[src/rtl/hazard_fwd_unit.sv]
`default_nettype none
// ============================================================================
//  Module   : hazard_fwd_unit
//  Purpose  : EX-stage operand forwarding (MEM over WB) and load-use stall
//             control with a saturating stall-cycle statistics counter.
//  Revision : 1.0 - initial release
// ============================================================================
module hazard_fwd_unit #(
    parameter int CPU_WIDTH         = 32,
    parameter int REG_ADDR_WIDTH    = 5,
    parameter int NUM_SRC           = 2,
    parameter int LOAD_STALL_CYCLES = 1,
    parameter int CNT_WIDTH         = 16
) (
    input  logic                              clk,
    input  logic                              rst_n,
    input  logic [NUM_SRC*REG_ADDR_WIDTH-1:0] id_rs_addr,
    input  logic [NUM_SRC-1:0]                id_rs_used,
    input  logic [NUM_SRC*REG_ADDR_WIDTH-1:0] ex_rs_addr,
    input  logic [NUM_SRC*CPU_WIDTH-1:0]      ex_rs_data,
    input  logic [REG_ADDR_WIDTH-1:0]         ex_rd_addr,
    input  logic                              ex_rd_wen,
    input  logic                              ex_is_load,
    input  logic [REG_ADDR_WIDTH-1:0]         m_rd_addr,
    input  logic                              m_rd_wen,
    input  logic [CPU_WIDTH-1:0]              m_rd_data,
    input  logic [REG_ADDR_WIDTH-1:0]         wb_rd_addr,
    input  logic                              wb_rd_wen,
    input  logic [CPU_WIDTH-1:0]              wb_rd_data,
    input  logic                              stat_clr,
    output logic [NUM_SRC*2-1:0]              fwd_sel,
    output logic [NUM_SRC*CPU_WIDTH-1:0]      fwd_data,
    output logic                              stall_if_id,
    output logic                              bubble_ex,
    output logic [CNT_WIDTH-1:0]              stall_count
);

    localparam int                   RAW      = REG_ADDR_WIDTH;
    localparam logic [1:0]           SEL_RF   = 2'b00;
    localparam logic [1:0]           SEL_MEM  = 2'b10;
    localparam logic [1:0]           SEL_WB   = 2'b01;
    localparam logic [1:0]           CNT_LOAD = 2'(LOAD_STALL_CYCLES - 1);
    localparam logic [CNT_WIDTH-1:0] CNT_MAX  = '1;

    typedef enum logic [0:0] {
        IDLE  = 1'b0,
        STALL = 1'b1
    } state_t;

    state_t                 state_q, state_d;
    logic [1:0]             cnt_q, cnt_d;
    logic [CNT_WIDTH-1:0]   stall_count_q, stall_count_d;
    logic                   w_load_use;
    logic                   w_stall;

    // Forwarding select and operand mux per source; MEM is the younger result so it wins over WB.
    always_comb begin
        fwd_sel  = '0;
        fwd_data = '0;
        for (int i = 0; i < NUM_SRC; i++) begin
            if (m_rd_wen && (m_rd_addr != '0) && (m_rd_addr == ex_rs_addr[i*RAW +: RAW])) begin
                fwd_sel[i*2 +: 2] = SEL_MEM;
            end else if (wb_rd_wen && (wb_rd_addr != '0) && (wb_rd_addr == ex_rs_addr[i*RAW +: RAW])) begin
                fwd_sel[i*2 +: 2] = SEL_WB;
            end else begin
                fwd_sel[i*2 +: 2] = SEL_RF;
            end
            case (fwd_sel[i*2 +: 2])
                SEL_MEM: fwd_data[i*CPU_WIDTH +: CPU_WIDTH] = m_rd_data;
                SEL_WB:  fwd_data[i*CPU_WIDTH +: CPU_WIDTH] = wb_rd_data;
                default: fwd_data[i*CPU_WIDTH +: CPU_WIDTH] = ex_rs_data[i*CPU_WIDTH +: CPU_WIDTH];
            endcase
        end
    end

    // Load-use detection: a load in EX whose destination is read by the instruction in ID.
    always_comb begin
        w_load_use = 1'b0;
        if (ex_is_load && ex_rd_wen && (ex_rd_addr != '0)) begin
            for (int i = 0; i < NUM_SRC; i++) begin
                if (id_rs_used[i] && (id_rs_addr[i*RAW +: RAW] == ex_rd_addr)) begin
                    w_load_use = 1'b1;
                end
            end
        end
    end

    // Stall FSM next-state: Mealy stall on the hazard cycle, then count out the remaining cycles.
    always_comb begin
        state_d = state_q;
        cnt_d   = cnt_q;
        w_stall = 1'b0;
        case (state_q)
            IDLE: begin
                if (w_load_use) begin
                    w_stall = 1'b1;
                    if (LOAD_STALL_CYCLES > 1) begin
                        state_d = STALL;
                        cnt_d   = CNT_LOAD;
                    end
                end
            end
            STALL: begin
                w_stall = 1'b1;
                cnt_d   = cnt_q - 2'd1;
                // <= 1 also recovers from an unreachable zero count instead of wrapping
                if (cnt_q <= 2'd1) begin
                    state_d = IDLE;
                    cnt_d   = 2'd0;
                end
            end
            default: begin
                state_d = IDLE;
                cnt_d   = 2'd0;
            end
        endcase
    end

    // Stall outputs are forced low while reset is held, even if a hazard is visible.
    assign stall_if_id = rst_n & w_stall;
    assign bubble_ex   = rst_n & w_stall;

    // Statistics counter next value: clear wins over increment, increment saturates.
    always_comb begin
        stall_count_d = stall_count_q;
        if (stat_clr) begin
            stall_count_d = '0;
        end else if (stall_if_id && (stall_count_q != CNT_MAX)) begin
            stall_count_d = stall_count_q + 1'b1;
        end
    end

    // State, down-counter and statistics registers with asynchronous reset.
    always_ff @(posedge clk or negedge rst_n) begin
        if (!rst_n) begin
            state_q       <= IDLE;
            cnt_q         <= 2'd0;
            stall_count_q <= '0;
        end else begin
            state_q       <= state_d;
            cnt_q         <= cnt_d;
            stall_count_q <= stall_count_d;
        end
    end

    assign stall_count = stall_count_q;

endmodule
`default_nettype wire

[config.mk]
export PLATFORM = sky130hd
export DESIGN_NAME = hazard_fwd_unit
export DESIGN_NICKNAME = d
export VERILOG_FILES = /design/src/rtl/hazard_fwd_unit.sv
export SDC_FILE = /design/constraint.sdc
export NUM_CORES = 1
export LEC_CHECK = 0
export ABC_CLOCK_PERIOD_IN_PS = 2600
export CORE_MARGIN = 3
export CORE_UTILIZATION = 32
export DETAILED_ROUTE_END_ITERATION = 8
export PLACE_DENSITY = 0.83
export SYNTH_ARGS = -nofsm -noshare
export SYNTH_HDL_FRONTEND = slang
export SYNTH_SLANG_ARGS = --single-unit
export TNS_END_PERCENT = 50
[constraint.sdc]
create_clock -name clk -period 2.6 [get_ports clk]
set_input_delay 0.52 -clock clk [delete_from_list [all_inputs] [get_ports clk]]
set_output_delay 0.52 -clock clk [all_outputs]
set_load 0.01 [all_outputs]
Word-level counts from Yosys, hierarchy flattened

Cells that the tools add are included.

$add $sub $neg: 2
Order comparisons: 1
Equality and inequality tests: 11
Mux-type cells: 16
Bitwise operators: 2
Reduce and logical (&&, ||, !) cells: 15

Operator list:

| cell                                                                             | count |
|---|---|
| 32-bit one-hot mux with 2 select lines                                           | 2 |
| 16-bit two-way mux                                                               | 2 |
| 5-bit == test                                                                    | 6 |
| 16-bit by 1-bit adder with 16-bit output, second input constant                  | 1 |
| 16-bit inequality test, second input constant                                    | 1 |
| 5-bit nonzero test                                                               | 3 |
| 1-bit logical AND                                                                | 11 |
| 1-bit two-way mux                                                                | 8 |
| 2-bit two-way mux                                                                | 3 |
| 2-bit by 1-bit == test with 1-bit output, second input constant                  | 2 |
| 2-bit == test, second input constant                                             | 2 |
| 2-bit by 1-bit less-or-equal comparator with 1-bit output, second input constant | 1 |
| 1-bit one-hot mux with 2 select lines                                            | 1 |
| 2-bit nonzero test                                                               | 1 |
| 2-bit by 1-bit subtractor with 2-bit output, second input constant               | 1 |
| 1-bit bitwise AND                                                                | 1 |
| 1-bit NOT                                                                        | 1 |

Bits in registers: 19
Input bits: 172
Output and inout bits: 86

Logic depth before layout (Yosys ltp)

Gate-level depths: netlist of the first run.

Depth after elaboration: 11
Depth in mapped cells: 7

Least setup slack after synthesis of the first run

Ideal clock, no wire load.

Kind: in2out
Start: input wb_rd_addr[1]
End: output fwd_data[0]
Arrival time: 1,878 ps
Required time: 2,080 ps
Setup slack: 202 ps
Stages on the path: 6
Path buffers: 1
Cells stage by stage: or4_1 -> o21ai_2 -> nor4_4 -> buf_6 -> mux2i_1 -> o21ai_1

Longest elaborated chain between the ends: 7
Elaborated cells between the ends (all ways): 9

RTL lines:

| element                                                                   | RTL line | source |
|---|---|---|
| start: declaration                                                        | 27       | `input logic [REG_ADDR_WIDTH-1:0] wb_rd_addr,` |
| 5-bit nonzero test                                                        | 63       | `end else if (wb_rd_wen && (wb_rd_addr != '0) && (wb_rd_addr == ex_rs_addr[i*RAW +: RAW])) begin` |
| 1-bit logical AND                                                         | 63       |  |
| 1-bit logical AND *                                                       | 63       |  |
| 1-bit two-way mux *                                                       | 63       |  |
| 2-bit two-way mux *                                                       | 61       | `if (m_rd_wen && (m_rd_addr != '0) && (m_rd_addr == ex_rs_addr[i*RAW +: RAW])) begin` |
| 2-bit by 1-bit == test with 1-bit output or 2-bit == test (tied branches) | 68       | `case (fwd_sel[i*2 +: 2])` |
| 32-bit one-hot mux with 2 select lines *                                  | 68       |  |
| end: declaration                                                          | 32       | `output logic [NUM_SRC*CPU_WIDTH-1:0] fwd_data,` |

Every way passes the cells marked *; elsewhere a longest branch is shown, timed or not.

Final worst setup path of the first run

Start: input wb_rd_addr[3]
End: output fwd_data[27]

The elaborated chain is that of the path after synthesis.

==> qor.csv, run 1 <==
metric,value,unit
drtAntennaViolNets,0,
clock_latency,0.27,ns
period_share,1.12,
worstMarginPinSlew,0.546,ns
power_leakage,0.00235,uW
fin_cells,774,
critPathRequiredTime,2.08,ns
grt_max_degree,25,
dp.cells,745,
setup_slack,-0.310,ns
gp_congestion,0.974,
overflow,0,
crit_type,input port to output port,
grt_usage,0.309,
wl_met2,8630,um
hold_ws,0.509,ns
peakVddDrop,0.000324,V
routed_wl,16900,um
pin_count,258,
utilization,0.731,
status,"finished, violations left",
initial_core_util,0.336,
syn_area,2820,um2
rr_worst_depth,7,
worstPathArrival,2.39,ns
ys_seq_area_frac,0.169,
cts_hold_buf,0,
synth_edf_count,0,
path_max_fanout,6,
avgSynthCellArea,7.58,um2
port_buffers,257,
syn_inst,372,
m1WireLength,6010,um
finalClockSkew,0.00456,ns
startpoint_type,input port,
die-width,99.9,um
core_area,8380,um2
ff2ff_setup_slack,0.49,ns
cts_root_buf,clkbuf_8,
yosysMostFrequentCell,nand2_1,
routed-via-count,4270,
routed_via_density,5.52,
cts.clk_slew.worst_paths,0.07,ns
drc,0,
crit_path_end_kind,output port,
maxCapViolations,0,
async_flop_share,1.00,
hold_viol_final,0,
ys_top_cells_by_count,"nand2_1 (72), mux2i_1 (64), o21ai_1 (63), xnor2_1 (22), dfrtp_1 (19)",
htreeDepth,1,
antenna_found_initial,1,
drive_gt1_frac,0.320,
areaGrowthSynthToFinish,117,%
yosysTopAreaCellShare,0.227,
die_h,99.9,um
num-fill-cells,600,
cts_buffers,3,
fmax,344,MHz
hold_class,flop to flop,
rows,33,
syn-num-nets,545,
rsz0062_at_grt,true,
power_density,205,nW/um2
top_layer_used,met4,
grt_pass1_wl,24100,um
slew_violations,0,
met3_length,1460,um
place_hpwl,12200,um
dieArea,9970,um2
final_nets,842,
reg2reg_to,stall_count[15],
r2r_start,stall_count[0],
slew_headroom,0.634,
cts_tree,yes,
cp-startpoint,wb_rd_addr[3],
cts_sinks,19,
synth_flop_cell,dfrtp_1,
yosysWarningCount,0,
violations,negative setup slack,
clk_path_buf_depth,2,
finalSetupViolations,66,
initialDrtViolationCount,201,
endpoint,fwd_data[27],
detail_route.wl_per_cell,21.9,um
whs_path_depth,1,
synth.distinct_cells,41,
grt_pass1_vias,4170,
drtPass1Iterations,5,
layout_min_cycle_time,2.91,ns
ys_ff_latch,19,
yosys-top-cells-area,"mux2i_1 (23%), dfrtp_1 (17%), o21ai_1 (11%), nand2_1 (9.6%), xnor2_1 (6.8%)",
yosys.area.top_type,mux2i_1,
## kinds of logic (layout without fill, tap and decap cells)
group	after synthesis	in the layout	share of synthesized area
multiplexers	67	67	0.239
XOR/XNOR	33	33	0.103
AO/OA/AOI/OAI	95	95	0.199
flip-flops	19	19	0.169
AND/OR/NAND/NOR	130	130	0.227
buffers and inverters	27	323	0.0595
other	0	1	0
adder cells (fa/ha/maj)	1	1	0.00444
## cell usage in the layout, fill, tap and decap left out, drive strengths merged, types with 7 or more instances in the layout
master / Yosys / routed
clkbuf: 7 / 12
nand4: 7 / 7
nand2: 73 / 73
nor2: 9 / 9
xor2: 11 / 11
clkdlybuf4s50: 0 / 160
nand3: 11 / 11
xnor2: 22 / 22
mux2i: 64 / 64
dlygate4sd2: 0 / 7
o21ai: 73 / 73
buf: 17 / 129
dfrtp: 19 / 19
or3: 8 / 8
a21oi: 12 / 12
dlymetal6s2s: 0 / 7
## layer usage
metal,vias up,GRT usage
met4,0,0.126
met1,2047,0.354
li1,1940,-
met5,-,0
met3,51,0.0723
met2,232,0.551
## registers in the layout (all words and copies together), names as in the netlist
signal and count:
cnt_q 2, state_q 1, stall_count 16
## through the flow
stage / cell area, um2 / total power, uW / worst slack (ns) / setup TNS [ns]
finish: 6130 / 1260 / -0.310 / -10.49
global route: 6130 / 1300 / -0.331 / -14.75
CTS: 5830 / 1190 / -0.379 / -16.22
detailed placement: 5720 / 1020 / -0.951 / -58.03
global placement: 5720 / 1010 / -0.946 / -56.80
floorplan: 2820 / 509 / 0.202 / 0
## cell type report
cell class	count	area, um2	share of cell area
Antenna cell	1	2.50	0.000408
Timing Repair Buffer	316	2980	0.486
Sequential cell	19	475	0.0776
Clock buffer	4	45.0	0.00735
Inverter	3	11.3	0.00184
Multi-Input combinational cell	326	2480	0.405
Tap cell	105	131	0.0214
## where the power goes
part | switching [uW] | internal, uW
combinational | 310 | 435
sequential | 0.149 | 295
clock | 106 | 109
total | 416 | 840
## worst max-delay path, stage by stage
cell	delay [ns]
buf_6	0.10
or4_4	0.54
o21ai_4	0.18
buf_6	0.13
nor4_4	0.04
buf_4	0.15
buf_6	0.13
buf_16	0.14
mux2i_2	0.15
o21ai_2	0.14
buf_2	0.16
## worst min-delay path by stage
stage | from | to | slack (ns)
final | cnt_q[1] | cnt_q[1] | 0.51
after global routing | cnt_q[1] | cnt_q[1] | 0.54
after CTS | cnt_q[1] | cnt_q[1] | 0.52
after detailed placement | cnt_q[1] | cnt_q[1] | 0.50
after global placement | cnt_q[1] | cnt_q[1] | 0.46
after floorplan | rst_n | cnt_q[0] | 0.22
## timing repair
item	in CTS	in global routing
gates cloned	8	1
pin swaps	17	29
gates resized for setup	339	98
setup endpoints to repair	70	70
setup buffers	26	10
hold endpoints to repair	0	0
(Power assumes the default switching activity.)
==> inputs of run 2 (changes only) <==
- CORE_AREA: not set -> 2 2 100 102
- CORE_MARGIN: 3 -> not set
- CORE_UTILIZATION: 32 -> not set
- CTS_CLUSTER_SIZE: not set -> 20
- DIE_AREA: not set -> 0 0 102 104
- PLACE_DENSITY: 0.83 -> 0.78
- SLEW_MARGIN: not set -> 5
==> qor.csv, run 2 (same netlist as run 1, synthesis figures left out) <==
metric,value,unit
cp-startpoint,wb_rd_addr[1],
htreeDepth,1,
pin_count,258,
period_share,1.12,
routed_via_density,5.06,
slew_violations,0,
cts_root_buf,clkbuf_8,
initial_core_util,0.295,
rr_worst_depth,7,
maxCapViolations,0,
fin_area,6310,um2
fmax,344,MHz
startpoint_type,input port,
grt_pass1_vias,4183,
hold_ws,0.503,ns
drive_gt1_frac,0.316,
rsz0062_at_grt,true,
fin_setup_tns,-12.91,ns
clk_path_buf_depth,2,
areaGrowthSynthToFinish,124,%
cts_hold_buf,0,
grt_pass1_wl,24500,um
final_common_cell,clkdlybuf4s50_1,
final_nets,867,
total_power,1250,uW
violations,negative setup slack,
cts_tree,yes,
power_density,198,nW/um2
reg2reg_to,stall_count[15],
critPathRequiredTime,2.08,ns
slew_headroom,0.782,
antenna_found_initial,1,
worstMarginPinSlew,0.324,ns
final_cell_mix,"clkdlybuf4s50_1 (163), nand2_1 (71), buf_2 (66), o21ai_1 (58), mux2i_1 (58)",
setup_slack,-0.308,ns
finalClockSkew,0.00128,ns
dpl-instance-area,5880,um2
status,"finished, violations left",
detail_route.wl_per_cell,20.8,um
initialDrtViolationCount,136,
finalSetupViolations,68,
core_area,9550,um2
place_hpwl,13200,um
power_leakage,0.00243,uW
crit_type,input port to output port,
clock_latency,0.26,ns
hold_viol_final,0,
r2r_start,stall_count[0],
drc,0,
layout_min_cycle_time,2.91,ns
routed_wl,17200,um
num-fill-cells,853,
largest_register_ffs,16,
drtPass1Iterations,4,
cts.clk_slew.worst_paths,0.07,ns
cts_sinks,19,
cts_buffers,3,
drtAntennaViolNets,0,
crit_path_end_kind,output port,
grt_usage,0.301,
gp_congestion,1.05,
peakVddDrop,0.000264,V
path_max_fanout,5,
grt_max_degree,25,
overflow,0,
endpoint,fwd_data[48],
worstPathArrival,2.39,ns
port_buffers,257,
rows,36,
dieArea,10600,um2
die-width,102,um
routed-via-count,4184,
hold_class,flop to flop,
ff2ff_setup_slack,0.57,ns
die_h,104,um
run 2: final cells by class:
| class | instances | area (um2) | area share |
|---|---|---|---|
| multi-input combinational | 326 | 2400 | 0.380 |
| antenna | 1 | 2.50 | 0.000396 |
| timing repair buffer | 341 | 3220 | 0.509 |
| sequential | 19 | 475 | 0.0753 |
| clock buffer | 4 | 45.0 | 0.00713 |
| tap | 133 | 166 | 0.0264 |
| inverter | 3 | 11.3 | 0.00178 |
run 2: repair_timing:
item | CTS | global route
setup endpoints to repair | 70 | 71
gates cloned | 5 | 4
setup buffers | 22 | 8
hold endpoints to repair | 0 | 0
pin swaps | 22 | 25
resized for setup | 338 | 77
run 2: per-layer routing:
metal | global-route usage | vias up | wire, um
li1 | - | 1992 | -
met5 | 0 | - | 0
met3 | 0.0786 | 37 | 1460
met4 | 0.100 | 0 | 609
met2 | 0.542 | 176 | 8680
met1 | 0.336 | 1979 | 6460
run 2: how the worst min path moves through the flow:
stage               startpoint  endpoint  slack (ns)  cells past startpoint
floorplan                rst_n  cnt_q[0]        0.22                      0
global placement      cnt_q[1]  cnt_q[1]        0.46                      1
detailed placement    cnt_q[1]  cnt_q[1]        0.49                      1
CTS                   cnt_q[1]  cnt_q[1]        0.51                      1
global route          cnt_q[1]  cnt_q[1]        0.52                      1
finish                cnt_q[1]  cnt_q[1]        0.50                      1
run 2: metrics by stage:
step | util | setup WS (ns) | instances
after floorplan | - | 0.202 | 372
final | 0.661 | -0.308 | 827
after global routing | 0.661 | -0.382 | 827
after CTS | 0.631 | -0.382 | 815
after detailed placement | 0.615 | -1.38 | 788
after global placement | 0.615 | -1.37 | 788
run 2: where the power goes:
group / internal, uW / switching, uW / total (uW) / leakage [uW]
Clock: 109 / 99.5 / 208 / 0.0000228
Combinational: 435 / 308 / 744 / 0.00214
Sequential: 295 / 0.135 / 296 / 0.000266
Total: 840 / 408 / 1250 / 0.00243
run 2: critical path, cell delays in order:
cell,delay (ns)
buf_6,0.10
or4_4,0.54
o21ai_4,0.16
buf_6,0.12
nor4_4,0.04
buf_6,0.14
buf_12,0.14
buf_12,0.12
buf_4,0.13
mux2i_1,0.12
o21ai_1,0.11
buf_2,0.16
==> inputs of run 3 (changes only) <==
- CELL_PAD_IN_SITES_DETAIL_PLACEMENT: not set -> 0
- CELL_PAD_IN_SITES_GLOBAL_PLACEMENT: not set -> 1
- CORE_AREA: 2 2 100 102 -> not set
- CORE_UTILIZATION: not set -> 20
- DIE_AREA: 0 0 102 104 -> not set
- PLACE_DENSITY: 0.78 -> not set
- PLACE_DENSITY_LB_ADDON: not set -> 0.1
==> qor.csv, run 3 (same netlist as run 1, synthesis figures left out) <==
metric,value,unit
initialDrtViolationCount,118,
routed_via_density,4.71,
dieArea,14600,um2
clk_path_buf_depth,2,
total_power,1350,uW
detail_route.wl_per_cell,17.8,um
cts_root_buf,clkbuf_16,
drtAntennaViolNets,0,
cts.clk_slew.worst_paths,0.05,ns
dpl-instance-area,5840,um2
gp_congestion,0.863,
critPathRequiredTime,2.08,ns
finalSetupViolations,65,
clkPwrFrac,0.236,
r2r_start,stall_count[0],
port_buffers,257,
startpoint_type,input port,
reg2reg_to,stall_count[15],
rows,43,
drtPass1Iterations,6,
cts_buffers,3,
clock_latency,0.25,ns
worstMarginPinSlew,0.398,ns
hold_start,cnt_q[1],
switching_power,405,uW
crit_path_end_kind,output port,
core_area,13800,um2
final_nets,869,
drc,0,
areaGrowthSynthToFinish,130,%
pre_cts_slack,-0.939,ns
overflow,0,
setup_slack,-0.223,ns
hold_class,flop to flop,
violations,negative setup slack,
htreeDepth,1,
die_h,121,um
utilization,0.469,
worstHoldEndpoint,cnt_q[1],
routed-via-count,4128,
fin_cells,877,
pin_count,258,
p_int,945,uW
layout_min_cycle_time,2.82,ns
grt_usage,0.208,
slew_headroom,0.734,
fin_area,6490,um2
final_cell_mix,"clkdlybuf4s50_1 (161), buf_2 (69), nand2_1 (62), mux2i_1 (58), o21ai_1 (54)",
fmax,354,MHz
cts_tree,yes,
finalClockSkew,0.00362,ns
p_comb_frac,0.545,
maxCapViolations,0,
rsz0062_at_grt,true,
ff2ff_setup_slack,0.57,ns
switching_share,0.300,
antenna_found_initial,2,
place_hpwl,11300,um
die-width,121,um
status,"finished, violations left",
largest_register_ffs,16,
routed_wl,15600,um
initial_core_util,0.204,
power_density,208,nW/um2
grt_max_degree,21,
crit_type,input port to output port,
final_common_cell,clkdlybuf4s50_1,
period_share,1.09,
hold_viol_final,0,
grt_pass1_vias,4052,
slew_violations,0,
worstPathArrival,2.30,ns
power_leakage,0.00251,uW
seqPwrFrac,0.219,
drive_gt1_frac,0.332,
whs_path_depth,1,
path_max_fanout,7,
rr_worst_depth,7,
dp.cells,825,
grt_pass1_wl,23400,um
peakVddDrop,0.000236,V
cts_sinks,19,
[run 3: repair_timing]
action,4_1_cts,5_1_grt
resized for setup,406,50
gates cloned,14,0
buffers inserted,24,14
hold buffers,0,0
setup endpoints to repair,70,69
pin swaps,29,26
[run 3: worst max path at each step]
stage,slack (ns),from,to
floorplan,0.20,wb_rd_addr[1],fwd_data[0]
global placement,-0.94,ex_rs_addr[4],fwd_data[8]
detailed placement,-0.94,ex_rs_addr[4],fwd_data[8]
CTS,-0.34,ex_rd_addr[2],stall_if_id
global route,-0.28,ex_rs_addr[3],fwd_data[26]
finish,-0.22,wb_rd_addr[2],fwd_data[26]
[run 3: layout make-up]
class	count	area, um2
Inverter	3	11.3
Antenna cell	2	5.00
Timing Repair Buffer	343	3270
Sequential cell	19	475
Clock buffer	4	78.8
Fill cell	1359	7340
Multi-Input combinational cell	326	2420
Tap cell	180	225
[run 3: metrics by stage]
stage          setup TNS, ns  hold slack, ns
2_1_floorplan              0           0.224
3_3_place_gp          -55.63           0.463
3_5_place_dp          -56.78           0.472
4_1_cts                -8.03           0.484
5_1_grt               -11.70           0.517
6_report               -7.06           0.482
[run 3: power by group through the flow]
stage | clock network [uW] | registers [uW] | logic (uW)
3_5_place_dp | 0 | 301 | 722
2_1_floorplan | 0 | 301 | 207
6_report | 318 | 296 | 736
3_3_place_gp | 0 | 301 | 717
5_1_grt | 338 | 296 | 784
4_1_cts | 326 | 296 | 714
[run 3: critical path, stage by stage]
cell	delay, ns
buf_6	0.09
or4_4	0.54
o21ai_4	0.17
buf_6	0.12
nor4_4	0.04
buf_6	0.14
buf_8	0.14
buf_4	0.14
mux2i_1	0.12
o21ai_1	0.13
buf_2	0.15
[run 3: per-layer routing]
layer	part of all wire	wire length, um	vias up	GRT usage
li1	-	-	2006	-
met1	0.40	6250	1947	0.244
met2	0.52	8130	161	0.391
met3	0.062	960	14	0.0363
met4	0.015	240	0	0.0401
met5	0	0	-	0
